<file path="config.mk">
export PLATFORM = sky130hd
export DESIGN_NAME = wb_arbiter_flat
export DESIGN_NICKNAME = d
export VERILOG_FILES = /design/src/rtl/wb_arbiter_if.sv /design/src/rtl/wb_arbiter.sv /design/src/flat_wrapper.sv
export SDC_FILE = /design/constraint.sdc
export NUM_CORES = 1
export LEC_CHECK = 0
export BUFFER_PORTS_ARGS = -buffer_cell sky130_fd_sc_hd__buf_4
export CAP_MARGIN = 20
export CORE_ASPECT_RATIO = 0.75
export CORE_UTILIZATION = 25
export CTS_CLUSTER_SIZE = 40
export DETAILED_ROUTE_END_ITERATION = 10
export GPL_TIMING_DRIVEN = 0
export HOLD_SLACK_MARGIN = 0.02
export SYNTH_ARGS = -nofsm -noshare
export SYNTH_HDL_FRONTEND = slang
export SYNTH_SLANG_ARGS = --single-unit
</file>
<file path="constraint.sdc">
create_clock -name iClk -period 6.6 [get_ports iClk]
set_input_delay 0.99 -clock iClk [delete_from_list [all_inputs] [get_ports iClk]]
set_output_delay 0.99 -clock iClk [all_outputs]
set_load 0.005 [all_outputs]
</file>
<file path="src/rtl/wb_arbiter_if.sv">
// Bus bundle between eight requesters and the wb_arbiter: requests, locks,
// payloads, stall, and the registered output stream.
interface wb_arbiter_if #(
  parameter int unsigned WIDTH = 32
);
  logic [7:0]       iReq;
  logic [7:0]       iLock;
  logic [WIDTH-1:0] iData0;
  logic [WIDTH-1:0] iData1;
  logic [WIDTH-1:0] iData2;
  logic [WIDTH-1:0] iData3;
  logic [WIDTH-1:0] iData4;
  logic [WIDTH-1:0] iData5;
  logic [WIDTH-1:0] iData6;
  logic [WIDTH-1:0] iData7;
  logic             iStall;
  logic [7:0]       oGnt;
  logic [2:0]       oSel;
  logic             oValid;
  logic [WIDTH-1:0] oData;
  logic [2:0]       oSrc;

  modport master (
    output iReq, iLock, iData0, iData1, iData2, iData3,
           iData4, iData5, iData6, iData7, iStall,
    input  oGnt, oSel, oValid, oData, oSrc
  );

  modport slave (
    input  iReq, iLock, iData0, iData1, iData2, iData3,
           iData4, iData5, iData6, iData7, iStall,
    output oGnt, oSel, oValid, oData, oSrc
  );
endinterface

</file>
<file path="src/rtl/wb_arbiter.sv">
// 8-way round-robin arbiter with bounded lock ownership and a registered
// payload output stage fed by a shared 8:1 mux.
module wb_arbiter #(
  parameter int unsigned WIDTH   = 32,
  parameter int unsigned MAXHOLD = 4
) (
  input logic         iClk,
  input logic         iRst_n,
  wb_arbiter_if.slave bus
);
  localparam int unsigned HW = $clog2(MAXHOLD + 1);

  typedef enum logic {IDLE, OWN} stateT;

  stateT            state;
  logic [2:0]       owner;
  logic [2:0]       ptr;
  logic [HW-1:0]    holdCnt;
  logic             validReg;
  logic [WIDTH-1:0] dataReg;
  logic [2:0]       srcReg;
  logic [2:0]       selReg;

  logic             gntValid;
  logic             keepOwner;
  logic             ownerHeld;
  logic [2:0]       winner;
  logic [2:0]       sel;
  logic [7:0]       others;
  logic [7:0]       mask;
  logic [WIDTH-1:0] muxData;

  // First set bit of mask at or after start, wrapping modulo 8.
  function automatic logic [2:0] rrPick(input logic [7:0] m, input logic [2:0] start);
    logic [2:0] pick;
    logic [2:0] idx;
    logic       found;
    pick  = start;
    found = 1'b0;
    for (int i = 0; i < 8; i++) begin
      idx = start + 3'(i);
      if (!found && m[idx]) begin
        pick  = idx;
        found = 1'b1;
      end
    end
    return pick;
  endfunction

  // Grant decision: locked owner keeps the bus until its hold budget is spent
  // and someone else is waiting; otherwise plain round-robin.
  always_comb begin
    gntValid  = 1'b0;
    keepOwner = 1'b0;
    winner    = ptr;
    mask      = 8'h00;
    ownerHeld = (state == OWN) && bus.iReq[owner] && bus.iLock[owner];
    others    = bus.iReq & ~(8'h01 << owner);
    if (iRst_n && !bus.iStall) begin
      if (ownerHeld && ((holdCnt < HW'(MAXHOLD)) || (others == 8'h00))) begin
        gntValid  = 1'b1;
        keepOwner = 1'b1;
        winner    = owner;
      end else begin
        mask = ownerHeld ? others : bus.iReq;
        if (|mask) begin
          gntValid = 1'b1;
          winner   = rrPick(mask, ptr);
        end
      end
    end
  end

  assign sel = gntValid ? winner : selReg;

  always_comb begin
    case (sel)
      3'd0:    muxData = bus.iData0;
      3'd1:    muxData = bus.iData1;
      3'd2:    muxData = bus.iData2;
      3'd3:    muxData = bus.iData3;
      3'd4:    muxData = bus.iData4;
      3'd5:    muxData = bus.iData5;
      3'd6:    muxData = bus.iData6;
      default: muxData = bus.iData7;
    endcase
  end

  always_ff @(posedge iClk) begin
    if (!iRst_n) begin
      state    <= IDLE;
      owner    <= 3'd0;
      ptr      <= 3'd0;
      holdCnt  <= '0;
      validReg <= 1'b0;
      dataReg  <= '0;
      srcReg   <= 3'd0;
      selReg   <= 3'd0;
    end else if (bus.iStall) begin
      validReg <= 1'b0;
    end else begin
      validReg <= gntValid;
      if (gntValid) begin
        ptr     <= winner + 3'd1;
        dataReg <= muxData;
        srcReg  <= winner;
        selReg  <= winner;
        if (keepOwner) begin
          if (holdCnt < HW'(MAXHOLD)) holdCnt <= holdCnt + HW'(1);
        end else if (bus.iLock[winner]) begin
          state   <= OWN;
          owner   <= winner;
          holdCnt <= HW'(1);
        end else begin
          state   <= IDLE;
          holdCnt <= '0;
        end
      end else begin
        state   <= IDLE;
        holdCnt <= '0;
      end
    end
  end

  assign bus.oGnt   = gntValid ? (8'h01 << winner) : 8'h00;
  assign bus.oSel   = sel;
  assign bus.oValid = validReg;
  assign bus.oData  = dataReg;
  assign bus.oSrc   = srcReg;
endmodule
</file>
<file path="src/flat_wrapper.sv">
// flat-port wrapper written by rule: the top's interface ports become plain ports
module wb_arbiter_flat 
#(
  parameter int unsigned WIDTH   = 32,
  parameter int unsigned MAXHOLD = 4
)
  (iClk, iRst_n, bus_iReq, bus_iLock, bus_iData0, bus_iData1, bus_iData2, bus_iData3, bus_iData4, bus_iData5, bus_iData6, bus_iData7, bus_iStall, bus_oGnt, bus_oSel, bus_oValid, bus_oData, bus_oSrc);
  wb_arbiter_if #(.WIDTH(WIDTH)) bus_i ();
  input logic iClk;
  input logic iRst_n;
  input wire logic [$bits(bus_i.iReq)-1:0] bus_iReq;
  input wire logic [$bits(bus_i.iLock)-1:0] bus_iLock;
  input wire logic [$bits(bus_i.iData0)-1:0] bus_iData0;
  input wire logic [$bits(bus_i.iData1)-1:0] bus_iData1;
  input wire logic [$bits(bus_i.iData2)-1:0] bus_iData2;
  input wire logic [$bits(bus_i.iData3)-1:0] bus_iData3;
  input wire logic [$bits(bus_i.iData4)-1:0] bus_iData4;
  input wire logic [$bits(bus_i.iData5)-1:0] bus_iData5;
  input wire logic [$bits(bus_i.iData6)-1:0] bus_iData6;
  input wire logic [$bits(bus_i.iData7)-1:0] bus_iData7;
  input wire logic [$bits(bus_i.iStall)-1:0] bus_iStall;
  output wire logic [$bits(bus_i.oGnt)-1:0] bus_oGnt;
  output wire logic [$bits(bus_i.oSel)-1:0] bus_oSel;
  output wire logic [$bits(bus_i.oValid)-1:0] bus_oValid;
  output wire logic [$bits(bus_i.oData)-1:0] bus_oData;
  output wire logic [$bits(bus_i.oSrc)-1:0] bus_oSrc;
  assign bus_i.iReq = bus_iReq;
  assign bus_i.iLock = bus_iLock;
  assign bus_i.iData0 = bus_iData0;
  assign bus_i.iData1 = bus_iData1;
  assign bus_i.iData2 = bus_iData2;
  assign bus_i.iData3 = bus_iData3;
  assign bus_i.iData4 = bus_iData4;
  assign bus_i.iData5 = bus_iData5;
  assign bus_i.iData6 = bus_iData6;
  assign bus_i.iData7 = bus_iData7;
  assign bus_i.iStall = bus_iStall;
  assign bus_oGnt = bus_i.oGnt;
  assign bus_oSel = bus_i.oSel;
  assign bus_oValid = bus_i.oValid;
  assign bus_oData = bus_i.oData;
  assign bus_oSrc = bus_i.oSrc;
  wb_arbiter #(.WIDTH(WIDTH), .MAXHOLD(MAXHOLD)) u_core (.iClk(iClk), .iRst_n(iRst_n), .bus(bus_i));
endmodule
</file>
==> metrics.log, run 1 <==
[metrics] result of the run: complete, no violations
[metrics] EDFF count, synth: 0
[metrics] top_reg_cell synth: sky130_fd_sc_hd__dfxtp_1
[metrics] die width: between 150 and 200 um
[metrics] part of the cycle the worst path needs: between 90% and 100%
[metrics] hold path startpoint: u_core.bus.oSrc[1]
[metrics] largest fanout on the critical path: 10
[metrics] Unique masters post-synth: 84
[metrics] count of clock tree sinks: 49
[metrics] crit path kind: reg2out
[metrics] via density per instance: between 5 and 6
[metrics] net count of the mapped netlist: about 1000
[metrics] fill count: about 2300
[metrics] average footprint of a synthesized cell: ~7.7 um^2
[metrics] utilization after layout: between 30% and 40%
[metrics] largest clock skew in the final design: about 14 ps
[metrics] signal arrival time at the worst endpoint: between 5000 and 6000 ps
[metrics] fraction of met1 tracks used by global routing: about a third
[metrics] Least-Margin Pin Slew: about 970 ps
[metrics] GR met2 Demand/Resource: about 37%
[metrics] layout overhead on the synthesized area: 54.1%
[metrics] Initial Utilization: roughly a quarter
[metrics] Hold Path Sink: u_core.bus.oSrc[1]
[metrics] number of antenna violations at the first check in global routing: 0
[metrics] Detailed Place HPWL: around 23000 um
[metrics] number of global-route vias before repair: about 7000
[metrics] commonest cells after routing, fill and taps aside: sky130_fd_sc_hd__buf_4 (332), sky130_fd_sc_hd__nand2_1 (81), sky130_fd_sc_hd__a21oi_1 (78)
[metrics] n_diodes: 0
[metrics] final hold violations: 0
[metrics] Critical Path Source: u_core.ptr[0]
[metrics] end of the worst register-to-register path: u_core.bus.oData[5]
[metrics] share of flip-flops with an asynchronous set or reset: 0%
[metrics] cell at the root of the clock tree: sky130_fd_sc_hd__clkbuf_16
[metrics] total global-route track usage: roughly a quarter
[metrics] Post-Synthesis Cells: ~720
[metrics] cell count of the worst reg-to-reg path: 20
[metrics] Top-Level Pins: 322
[metrics] top cell type by total area after synthesis: sky130_fd_sc_hd__dfxtp_1
[metrics] fin area: around 8500 um^2
[metrics] maximum level of the CTS H-tree: 2
[metrics] total power divided by cell area: about 170 nW/um^2
[metrics] Std-Cell Rows: 46
[metrics] total placed instance area: around 8300 um^2
[metrics] number of buffers between clock root and the deepest sink: 2
[metrics] global-route wire length before repair: between 40000 and 50000 um
[metrics] final critical-path required period: between 6000 and 7000 ps
[metrics] instance count after placement with tap cells included: approximately 1300
[metrics] Post-CTS Hold Buffers: 0
[metrics] total gr overflow: 0
[metrics] max-slew violation count: 0
[metrics] layer carrying the most global-route usage: met2
[metrics] post-route insts no fill: ~1300
[metrics] Fin Setup TNS: 0 ps
[metrics] nets: about 1300
[metrics] Total Die Area: approximately 23000 um^2
[metrics] FF-to-FF setup slack: roughly 1000 ps
[metrics] worst hold margin: between 400 and 500 ps
[metrics] RSZ-0062 raised after global routing: no
[metrics] placer congestion estimate: 0.937
[metrics] clock edge transition at the registers on the reported setup and hold paths: approximately 70 ps
[metrics] worst reg2reg startpoint: u_core.ptr[0]
[metrics] CTS tree: done
[metrics] final routed DRC violation total: 0
[metrics] fraction of final layout cells with drive strength greater than 1: 40.2%
[metrics] Port Buffers: between 300 and 400
[metrics] Ys Warns: 0
[metrics] clock buffer count from CTS: 5
[metrics] VDD IR-drop max: approximately 97 uV
[metrics] part of the Yosys area used for sequential elements: between 15 and 20%
[metrics] Avg WL per Cell: roughly 22 um
[metrics] critical path data required time: roughly 5600 ps
[metrics] routed vias: approximately 7400
[metrics] Tightest Hold Check Type: reg2reg
[metrics] number of stages on the worst hold path: 2
[metrics] headroom to the max-slew limit: 35.0%
[metrics] most common cell after layout, fill and taps aside: sky130_fd_sc_hd__buf_4
[metrics] final worst setup slack: 230 ps
[metrics] Vert. Die Dim: between 100 and 150 um
[metrics] P_leak: between 3 and 4 nW
[metrics] top achievable clock speed: about 160 MHz
[metrics] type of element capturing the critical path: output port
[metrics] Core ar.: around 21000 um^2
[metrics] violation count after the first detailed-routing iteration: around 690
[metrics] maximum number of pins on one net before global-route repair: 16
[metrics] total length of routed wires: slightly below 30000 um
[metrics] proportion of netlist area held by the largest area contributor: between 10% and 20%
[metrics] sum of internal, switching and leakage power: 1.48 mW
[metrics] critical path startpoint category: flip-flop
[metrics] max-capacitance violation count: 0
[metrics] Post-DRT Antenna Nets: 0
[metrics] dominant cells by area after synthesis: sky130_fd_sc_hd__dfxtp_1 (18%), sky130_fd_sc_hd__a21oi_1 (7.0%), sky130_fd_sc_hd__mux2i_1 (6.3%)
[metrics] first-pass detailed-route iteration total: 5
[metrics] met3 Track Usage GR: 5.01%
[metrics] Post-Synthesis Cell Area: around 5500 um^2
[metrics] count of state elements after synthesis: between 40 and 50
[metrics] later-pin clock latency in the skew report: ~300 ps
[metrics] total setup violations reported at the end of the flow: 0
[metrics] setup slack at placement: -362 ps
report_power, final:
part / switching, mW / internal, mW / leakage, nW
Combinational: 0.475 / 0.401 / 3.30
Clock: 0.128 / 0.140 / 0.0696
Sequential: 0.0191 / 0.321 / 0.402
synth_stat cells, drive strengths merged, types with 6 or more instances:
cell and number:
nor2 46, a21oi 78, nor3b 8, clkbuf 30
o22ai 11, nand4 6, o32a 11, a2bb2oi 17
nor2b 6, o221ai 37, mux2i 36, nand2b 8
a221oi 15, a31oi 13, a22oi 12, nand2 83
nor3 10, inv 15, buf 31, and3 6
mux2 24, mux4 7, and2 8, a221o 18
or3 6, a211oi 6, o21ai 44, nand3 13
dfxtp 49
registers in the layout (all words and copies together) (netlist names):
name / count
u_core.bus.oSrc: 3
u_core.bus.oValid: 1
u_core.bus.oData: 32
u_core.state: 1
u_core.holdCnt: 3
u_core.owner: 3
u_core.selReg: 3
u_core.ptr: 3
layer usage:
metal	share of wire, %	wire, um
met3	9.2	2700
met1	46	13300
met4	0.80	233
met5	0	0
met2	44	13000
area by class of cell:
| type | count | area, um^2 | area share (%) |
|---|---|---|---|
| timing repair buffer | 326 | 2450 | 28.7 |
| multi-input combinational | 592 | 4200 | 49.2 |
| clock inverter | 3 | 17.5 | 0.205 |
| buffer | 60 | 338 | 3.96 |
| tap | 288 | 360 | 4.22 |
| sequential | 49 | 981 | 11.5 |
| clock buffer | 5 | 125 | 1.47 |
| inverter | 16 | 62.6 | 0.733 |
cell families after synthesis:
logic type               Yosys count  share of synthesized area [%]
buffers and inverters             77                           7.12
AND/OR/NAND/NOR                  214                           19.7
AO/OA/AOI/OAI                    303                           39.6
XOR/XNOR                           3                          0.474
multiplexers                      67                           14.3
flip-flops                        49                           17.7
adder cells (fa/ha/maj)            5                           1.13
worst max path at each step:
stage                   to  cells after the start
5_1_grt        bus_oSel[2]                     18
3_5_place_dp   bus_oSel[2]                     18
4_1_cts        bus_oSel[2]                     18
2_1_floorplan  bus_oSel[2]                     17
6_report       bus_oSel[2]                     18
3_3_place_gp   bus_oSel[2]                     18
timing repair:
action	in CTS	in global routing
endpoints found under the setup margin	7	5
pin swaps	1	3
buffers inserted	0	7
gates resized for setup	6	7
critical path, cell delays in order, from the launching register on:
cell and delay [ps]:
sky130_fd_sc_hd__dfxtp_1 340, sky130_fd_sc_hd__clkbuf_2 250, sky130_fd_sc_hd__inv_1 140, sky130_fd_sc_hd__clkbuf_2 240
sky130_fd_sc_hd__ha_1 460, sky130_fd_sc_hd__nand2b_1 230, sky130_fd_sc_hd__a222oi_1 510, sky130_fd_sc_hd__nor4_1 160
sky130_fd_sc_hd__a221oi_4 390, sky130_fd_sc_hd__o22ai_1 250, sky130_fd_sc_hd__o311ai_0 210, sky130_fd_sc_hd__a32oi_2 270
sky130_fd_sc_hd__o21ai_4 270, sky130_fd_sc_hd__o21bai_1 160, sky130_fd_sc_hd__inv_2 110, sky130_fd_sc_hd__buf_2 240
sky130_fd_sc_hd__clkbuf_4 330, sky130_fd_sc_hd__buf_2 320, sky130_fd_sc_hd__buf_4 170
Power figures use the tool's default switching activity.
==> inputs of run 2 (changes only) <==
--- a/config.mk
+++ b/config.mk
@@ -5,6 +5,7 @@
 export SDC_FILE = /design/constraint.sdc
 export NUM_CORES = 1
 export LEC_CHECK = 0
+export ABC_AREA = 1
 export BUFFER_PORTS_ARGS = -buffer_cell sky130_fd_sc_hd__buf_4
 export CAP_MARGIN = 20
 export CORE_ASPECT_RATIO = 0.75
==> metrics.log, run 2 <==
[metrics] result of the run: complete, no violations
[metrics] nets: 1633 (+23%)
[metrics] max-capacitance violation count: 0 (unchanged)
[metrics] postcts setup bufs: 0 (unchanged)
[metrics] final critical-path required period: 5360 ps (-1010 ps)
[metrics] P_leak: 4.65 nW (+23%)
[metrics] count leader, synth: sky130_fd_sc_hd__nand2_1
[metrics] fin area: 8430 um^2 (-1.3%)
[metrics] VDD IR-drop max: 88.9 uV (-8.1%)
[metrics] Avg WL per Cell: 17.8 um (-19%)
[metrics] Post-DRT Antenna Nets: 0 (unchanged)
[metrics] utilization after layout: 39.4% (-0.50 points)
[metrics] dominant cells by area after synthesis: sky130_fd_sc_hd__nand3_1 (24%), sky130_fd_sc_hd__nand2_1 (18%), sky130_fd_sc_hd__dfxtp_1 (18%)
[metrics] n_diodes: 0 (unchanged)
[metrics] Vert. Die Dim: 131 um (-0.19%)
[metrics] number of antenna violations at the first check in global routing: 0 (unchanged)
[metrics] top cell type by total area after synthesis: sky130_fd_sc_hd__nand3_1
[metrics] Std-Cell Rows: 46 (unchanged)
[metrics] number of flip-flops in the largest register: 32 (unchanged)
[metrics] Unique masters post-synth: 33 (-61%)
[metrics] crit path kind: reg2out
[metrics] cell at the root of the clock tree: sky130_fd_sc_hd__clkbuf_16
[metrics] cell with the largest stage delay on the worst path: sky130_fd_sc_hd__ha_1
[metrics] Post-Synthesis Cells: 1025 (+43%)
[metrics] number of buffers between clock root and the deepest sink: 2 (unchanged)
[metrics] first-pass detailed-route iteration total: 5 (unchanged)
[metrics] Top-Level Pins: 322 (unchanged)
[metrics] Fin Setup TNS: 0 ps (unchanged)
[metrics] Port Buffers: 321 (+0.63%)
[metrics] Tightest Hold Check Type: reg2reg
[metrics] Post-CTS Hold Buffers: 0 (unchanged)
[metrics] part of the Yosys area used for sequential elements: 17.8% (+0.068 points)
[metrics] final routed DRC violation total: 0 (unchanged)
[metrics] max-slew violation count: 0 (unchanged)
[metrics] net count of the mapped netlist: 1305 (+31%)
[metrics] die width: 174 um (-0.19%)
[metrics] fraction of final layout cells with drive strength greater than 1: 30.1% (-10 points)
[metrics] RSZ-0062 raised after global routing: no
[metrics] top_reg_cell synth: sky130_fd_sc_hd__dfxtp_1
[metrics] Total Die Area: 22700 um^2 (-0.38%)
[metrics] Post-synth top cells: sky130_fd_sc_hd__nand2_1 (271), sky130_fd_sc_hd__nand3_1 (263), sky130_fd_sc_hd__nor2_1 (135), sky130_fd_sc_hd__inv_1 (89), sky130_fd_sc_hd__nand4_1 (54)
[metrics] part of the cycle the worst path needs: 81.3% (-15 points)
[metrics] Crit path largest cell delay: 500 ps (about the same)
[metrics] Detailed Place HPWL: 24000 um (+2.5%)
[metrics] EDFF count, synth: 0 (unchanged)
[metrics] top achievable clock speed: 186 MHz (+19%)
[metrics] headroom to the max-slew limit: 55.6% (+21 points)
[metrics] later-pin clock latency in the skew report: 310 ps (about the same)
[metrics] maximum number of pins on one net before global-route repair: 15 (-1)
[metrics] count of state elements after synthesis: 49 (unchanged)
[metrics] commonest cells after routing, fill and taps aside: sky130_fd_sc_hd__buf_4 (327), sky130_fd_sc_hd__nand2_1 (271), sky130_fd_sc_hd__nand3_1 (263)
[metrics] total power divided by cell area: 173 nW/um^2 (-0.46%)
[metrics] Core ar.: 21400 um^2 (unchanged)
[metrics] largest clock skew in the final design: 6.29 ps (-7.60 ps)
[metrics] number of gates resized after CTS: 0 (-6)
[metrics] type of element capturing the critical path: output port
[metrics] largest fanout on the critical path: 10 (unchanged)
[metrics] violation count after the first detailed-routing iteration: 647 (-5.8%)
[metrics] total global-route track usage: 24.4% (+0.46 points)
[metrics] routed vias: 8168 (+10%)
[metrics] signal arrival time at the worst endpoint: 4370 ps (-1010 ps)
[metrics] layout overhead on the synthesized area: 52.7%
[metrics] total setup violations reported at the end of the flow: 0 (unchanged)
[metrics] Initial Utilization: 25.8% (-0.099 points)
[metrics] Post-Synthesis Cell Area: 5520 um^2 (-0.38%)
[metrics] clock edge transition at the registers on the reported setup and hold paths: 70 ps (about the same)
[metrics] count of clock tree sinks: 49 (unchanged)
[metrics] Most common cell on crit path: sky130_fd_sc_hd__nand2_1
[metrics] CTS tree: done
[metrics] total length of routed wires: 29200 um (-0.25%)
[metrics] via density per instance: 4.97 (-10%)
[metrics] clock buffer count from CTS: 5 (unchanged)
[metrics] total placed instance area: 8290 um^2 (about the same)
[metrics] most common cell after layout, fill and taps aside: sky130_fd_sc_hd__buf_4
[metrics] global-route wire length before repair: 42800 um (+3.7%)
[metrics] maximum level of the CTS H-tree: 2 (unchanged)
[metrics] critical path data required time: 5610 ps (about the same)
[metrics] placer congestion estimate: 0.924 (-1.4%)
[metrics] Ys Warns: 0 (unchanged)
[metrics] share of flip-flops with an asynchronous set or reset: 0% (unchanged)
[metrics] critical path startpoint category: flip-flop
[metrics] average footprint of a synthesized cell: 5.38 um^2 (-30%)
[metrics] total gr overflow: 0 (unchanged)
[metrics] proportion of netlist area held by the largest area contributor: 23.9% (+6.1 points)
[metrics] Least-Margin Pin Slew: 666 ps (-300 ps)
[metrics] final hold violations: 0 (unchanged)
[metrics] number of global-route vias before repair: 7661 (+11%)
[metrics] cells traversed along the worst timing path: clkbuf_1, inv_1, ha_1, inv_1, nand3_1, nand2_1, o21ai_1, inv_2, nor2_4, nand3_2, o21ai_1, inv_1, nand2_1, nand2_1, nand3_1, nand2_1, nand2_2, nand2_2, nand2_4, buf_6, buf_2, buf_4
## run 2: power breakdown
part	internal (mW)	switching (mW)	leakage [nW]
Clock	0.140	0.134	0.0706
Sequential	0.330	0.0193	0.404
Combinational	0.326	0.510	4.18
## run 2: through the flow
stage               hold WS [ps]  cells  setup WS, ps  power, mW
finish                       457   1642          1240       1.46
global route                 475   1642           878       1.56
floorplan                    446   1025          2230      0.820
detailed placement           442   1634          1360       1.18
global placement             440   1634          1360       1.18
CTS                          457   1642          1320       1.46
## run 2: final timing paths
| path | from | end | slack (ps) | cells past startpoint |
|---|---|---|---|---|
| max | u_core.ptr[1] | bus_oSel[2] | 1240 | 22 |
| min reg2reg | u_core.bus.oSrc[2] | u_core.bus.oSrc[2] | 460 | 2 |
| max reg2reg | u_core.ptr[1] | u_core.bus.oData[18] | 1960 | 24 |
| min | u_core.bus.oSrc[2] | u_core.bus.oSrc[2] | 460 | 2 |
## run 2: cells by family after synthesis
| logic type | synth area share, % |
|---|---|
| AO/OA/AOI/OAI | 6.78 |
| XOR/XNOR | 0.476 |
| adder cells (fa/ha/maj) | 1.13 |
| buffers and inverters | 12.6 |
| flip-flops | 17.8 |
| AND/OR/NAND/NOR | 61.2 |
## run 2: per-layer routing
layer	GRT usage (%)	vias to the layer above	part of all wire (%)
li1	-	4040	-
met3	4.54	17	7.4
met4	5.57	0	1.1
met1	31.0	3787	42
met2	43.2	324	49
met5	0	-	0
## run 2: cell type report
class	count	area, um^2
fillers	2435	13000
multi-input cells	815	3840
repair buffers	321	2410
flip-flops and latches	49	981
well taps	288	360
inverters	95	359
plain buffers	66	337
clock buffers	6	129
clock inverters	2	10.0
## run 2: critical path, delay by kind of cell, from the launching register on
family,cells,cell delay (ps)
AND/OR/NAND/NOR,11,1190
adder cells (fa/ha/maj),1,500
AO/OA/AOI/OAI,2,400
buffers and inverters,8,1580
flip-flops,1,370
